[config.mk]
export PLATFORM = sky130hd
export DESIGN_NAME = psum_acc_ctrl
export DESIGN_NICKNAME = d
export VERILOG_FILES = /design/src/rtl/psum_acc_pkg.sv /design/src/rtl/psum_acc_ctrl_add.sv /design/src/rtl/psum_acc_ctrl.sv
export SDC_FILE = /design/constraint.sdc
export NUM_CORES = 1
export LEC_CHECK = 0
export CORE_ASPECT_RATIO = 1.5
export CORE_MARGIN = 1
export CORE_UTILIZATION = 50
export CTS_CLUSTER_SIZE = 20
export DETAILED_ROUTE_END_ITERATION = 6
export PLACE_DENSITY = 0.81
export SLEW_MARGIN = 10
export SYNTH_ARGS = -nofsm -noshare
export SYNTH_HDL_FRONTEND = slang
export SYNTH_SLANG_ARGS = --single-unit
[constraint.sdc]
create_clock -name clk -period 4.44 [get_ports clk]
set_input_delay 0.888 -clock clk [delete_from_list [all_inputs] [get_ports clk]]
set_output_delay 0.888 -clock clk [all_outputs]
set_load 0.1 [all_outputs]
[src/rtl/psum_acc_pkg.sv]
// Shared types and sizing helpers for the bit-serial partial-sum accumulator.
package psum_acc_pkg;

    typedef enum logic [1:0] {
        IDLE,
        ACC,
        DONE
    } state_t;

    function automatic int acc_width(input int psum_w, input int in_bits);
        return psum_w + in_bits;
    endfunction

    function automatic int cnt_width(input int in_bits);
        return $clog2(in_bits);
    endfunction

endpackage

[src/rtl/psum_acc_ctrl_add.sv]
// Two-operand adder, sum truncated to WIDTH; SUS selects sign extension of the operands.
module psum_acc_ctrl_add #(
    parameter int WIDTH = 8,
    parameter int SUS   = 1
) (
    input  logic [WIDTH-1:0] a_i,
    input  logic [WIDTH-1:0] b_i,
    output logic [WIDTH-1:0] sum_o
);

    logic [WIDTH:0] a_x;
    logic [WIDTH:0] b_x;

    assign a_x   = {(SUS != 0) && a_i[WIDTH-1], a_i};
    assign b_x   = {(SUS != 0) && b_i[WIDTH-1], b_i};
    assign sum_o = WIDTH'(a_x + b_x);

endmodule

[src/rtl/psum_acc_ctrl.sv]
// Bit-serial (MSB-first) shift-accumulate controller for one CIM column.
// Optional PSUM_ACC_RELU_EN: clamps a negative signed result to zero in DONE.
module psum_acc_ctrl
    import psum_acc_pkg::*;
#(
    parameter int PSUM_W  = 12,
    parameter int IN_BITS = 8,
    parameter int ACC_W   = acc_width(PSUM_W, IN_BITS)
) (
    input  logic              clk,
    input  logic              rst_n,
    input  logic              start,
    input  logic              sus,
    input  logic [PSUM_W-1:0] psum,
    input  logic              psum_valid,
    output logic              psum_ready,
    output logic [ACC_W-1:0]  result,
    output logic              result_valid,
    input  logic              result_ready,
    output logic              busy
);

    localparam int CNT_W = cnt_width(IN_BITS);
    localparam logic [CNT_W-1:0] LAST_BIT = CNT_W'(IN_BITS - 1);

    state_t             state_q, state_d;
    logic [ACC_W-1:0]   acc_q, acc_d;
    logic [CNT_W-1:0]   cnt_q, cnt_d;
    logic               sus_q, sus_d;

    logic               first;
    logic [ACC_W-1:0]   ext;
    logic [ACC_W-1:0]   add_a;
    logic [ACC_W-1:0]   add_b;
    logic [ACC_W-1:0]   add_sum;

    assign first = (cnt_q == '0);
    assign ext   = {{(ACC_W-PSUM_W){sus_q & psum[PSUM_W-1]}}, psum};
    // MSB beat carries negative weight when signed: acc = 0 - ext.
    assign add_a = first ? '0 : {acc_q[ACC_W-2:0], 1'b0};
    assign add_b = (first && sus_q) ? (~ext + ACC_W'(1)) : ext;

    psum_acc_ctrl_add #(
        .WIDTH (ACC_W),
        .SUS   (1)
    ) u_add (
        .a_i   (add_a),
        .b_i   (add_b),
        .sum_o (add_sum)
    );

    always_ff @(posedge clk or negedge rst_n) begin
        if (!rst_n) begin
            state_q <= IDLE;
            acc_q   <= '0;
            cnt_q   <= '0;
            sus_q   <= 1'b0;
        end else begin
            state_q <= state_d;
            acc_q   <= acc_d;
            cnt_q   <= cnt_d;
            sus_q   <= sus_d;
        end
    end

    always_comb begin
        state_d      = state_q;
        acc_d        = acc_q;
        cnt_d        = cnt_q;
        sus_d        = sus_q;
        psum_ready   = 1'b0;
        result_valid = 1'b0;
        busy         = 1'b1;
        case (state_q)
            IDLE: begin
                busy = 1'b0;
                if (start) begin
                    state_d = ACC;
                    sus_d   = sus;
                    acc_d   = '0;
                    cnt_d   = '0;
                end
            end
            ACC: begin
                psum_ready = 1'b1;
                if (psum_valid) begin
                    acc_d = add_sum;
                    cnt_d = cnt_q + CNT_W'(1);
                    if (cnt_q == LAST_BIT) begin
                        state_d = DONE;
                    end
                end
            end
            DONE: begin
                result_valid = 1'b1;
                if (result_ready) begin
                    state_d = IDLE;
                end
            end
            default: state_d = IDLE;
        endcase
    end

`ifdef PSUM_ACC_RELU_EN
    assign result = ((state_q == DONE) && sus_q && acc_q[ACC_W-1]) ? '0 : acc_q;
`else
    assign result = acc_q;
`endif

endmodule

==> implementation parameters <==
Parameter                              Value

Clock tree
  Number of clock sinks    26
  Source-to-sink clock delay at the later pin of the worst-skew pair    280 ps
  Setup Fix Bufs, Post-CTS    0
  Clock tree from TritonCTS    yes
  # H-tree levels    1
  CTS buffer count    3
  Count of hold buffers inserted by post-cts repair    0
  Number of cells upsized or downsized after cts    0
  CTS clock-pin slew for the worst setup and hold paths    90 ps
  Number of buffers on the longest clock path    2
  Clk Tree Root Cell    clkbuf_8

Worst setup path
  Required time of the worst setup path    4610 ps
  Type of the setup path with the least slack    input pin to flip-flop
  Data arrival time of the critical path    4110 ps
  Worst reg-to-reg setup slack    ~900 ps
  Endpoint type of the worst setup path    flip-flop
  Nature of the critical path startpoint    input pin
  Highest fanout seen on the critical path    6

Yosys
  Distinct cells, synth    44
  Share of flip-flops with an asynchronous set or reset after synthesis    100%
  Sequential area share after synthesis    a little over a quarter
  Number of flops mapped to enable cells by yosys    0
  Main synth FF type    dfrtp_1
  Synth Cell Area    0.00246 sq mm
  Syn Nets    ~330
  Count of yosys warnings during synthesis    0
  Flip-flop and latch count after synthesis    26
  Mean cell area of the mapped netlist    8.39 sq um
  Syn Inst Count    293

Die
  Overall die height    87.9 um
  Total Die Area    0.00520 sq mm
  Initial core utilization    around 53%
  Std-Cell Rows    30
  DIE WIDTH    between 50 and 60 um
  Core area    around 0.0046 sq mm
  Count of boundary I/O pins    41

Placed design
  Gpl congestion    0.971
  HPWL after detailed placement    4700 um
  Number of port buffers    40

GRT
  Maximum number of pins on one net before global-route repair    27
  Vias in the first global route    between 2,000 and 2,500
  Antenna violations before repair    0
  GR Util All Layers    25.7%
  Global route total overflow    0
  Global-route wire length before repair    10,200 um

Route
  Final ANT Viol Nets    0
  Wire per inst    15.7 um
  Final wirelength    between 6000 and 7000 um
  Vias/cell    between 5 and 6
  Total number of vias    2,326
  Detailed-router iteration count before antenna repair    4
  Drc violations    0
  Iteration-0 DRC Markers    116

Cells and area
  Filler cells    approximately 420
  Most frequent cells in the layout    clkdlybuf4s50_1 (40), dfrtp_1 (26), nand2_1 (25)
  Number of inserted diodes    0
  Number of nets at the end of the flow    367
  Core utilization of the finished layout    63.6%
  Fraction of final layout cells with drive strength greater than 1    5.23%
  Synth-to-Final Area Change    19.4%
  Most common cell after layout, fill and taps aside    clkdlybuf4s50_1

Timing
  Slew at the pin closest to its max-slew limit    973 ps
  Top achievable clock speed    around 0.25 GHz
  Final max-slew violation count    0
  Rel. slew slack    34.9%
  Shortest period the worst path allows    3930 ps
  Maximum clock skew at final layout    roughly 6 ps
  Final hold slack    505 ps
  TNS Setup    0 ps
  Hold Fails Final Rpt    0
  Setup violation total in the final timing report    0
  Tcrit/Tclk final    roughly nine tenths
  Unrepaired setup endpoints after global routing    no

Flow run
  Max_cap viols    0

Hold path
  Worst hold-check path type    flip-flop to flip-flop

Outcome
  Outcome    complete, no violations
## per-layer routing
layer | global-route usage [%] | wire length [um] | share of wire (%)
met5 | 0 | 0 | 0
met4 | 16.5 | 295 | 4.8
met3 | 2.51 | 221 | 3.6
met2 | 44.8 | 3120 | 51
met1 | 29.0 | 2470 | 40
## path summary, 6_finish.rpt
| check | startpoint | endpoint | cells after the start |
|---|---|---|---|
| max | psum[0] | result[18] | 14 |
| min | state_q[1] | state_q[0] | 1 |
| max reg2reg | cnt_q[0] | result[19] | 14 |
| min reg2reg | state_q[1] | state_q[0] | 1 |
| max in group asynchronous | rst_n | cnt_q[2] | 2 |
| min in group asynchronous | rst_n | result[3] | 2 |
## cells in the mapped netlist (2+ instances only)
library cell   n  area, sq um
a21o_1         7         52.6
a211oi_1       2         15.0
o21ai_1        2         10.0
or3_1          4         25.0
xnor2_1        3         26.3
nand3_1        9         45.0
nor2b_1        3         18.8
buf_2          2         10.0
a221o_1        4         40.0
nand2_1       25         93.8
o21a_1         2         15.0
a22o_1         3         26.3
xor2_1        15          131
ha_1          22          275
o21ai_0       24          120
o2111a_1       4         45.0
a31oi_1        3         18.8
a32o_1         4         40.0
clkbuf_1       9         33.8
nor3_1         5         25.0
nand2b_1       5         31.3
a21oi_1       19         95.1
mux2_2         2         22.5
and2_1        22          138
dfrtp_1       26          651
buf_6          2         22.5
inv_1         13         48.8
nor2_1        21         78.8
o31ai_1        2         15.0
nand4_1        6         37.5
a21boi_0       7         52.6
a21oi_2        4         35.0
## flip-flops by register name, indices dropped and copies added, names as in the netlist
| signal | cells |
|---|---|
| sus_q | 1 |
| result | 20 |
| cnt_q | 3 |
| state_q | 2 |
## area by class of cell
cell class                      count  area [sq um]  share of cell area (%)
Multi-Input combinational cell    241          1690                    57.7
Inverter                           13          48.8                    1.66
Tap cell                           64          80.1                    2.73
Sequential cell                    26           651                    22.2
Clock buffer                        4          55.1                    1.88
Timing Repair Buffer               41           408                    13.9
## critical path, stage by stage
cell and delay (ps):
clkdlybuf4s50_1 480, inv_1 110, ha_1 190, nand2_1 60
nor2_1 180, nand3_1 130, o21ai_0 340, a21boi_0 160
ha_1 370, nand2_1 150, o21ai_0 120, a311o_1 380
or3_1 310, a32o_1 250
## cells by family after synthesis
kind of cell,share of synthesized area (%)
adder cells (fa/ha/maj),12.0
AO/OA/AOI/OAI,27.1
AND/OR/NAND/NOR,22.0
flip-flops,26.5
buffers and inverters,4.68
multiplexers,1.32
XOR/XNOR,6.42
## per-stage QoR
stage / worst slack [ps] / area [sq um] / std cells
3_3_place_gp: 316 / 2880 / 385
5_1_grt: 212 / 2930 / 389
6_report: 509 / 2930 / 389
4_1_cts: 556 / 2930 / 389
3_5_place_dp: 276 / 2880 / 385
2_1_floorplan: 1030 / 2460 / 293
Power is left out: the tool's default activity adds up to more than one toggle a clock period on the data nets, which glitch-free logic cannot reach.
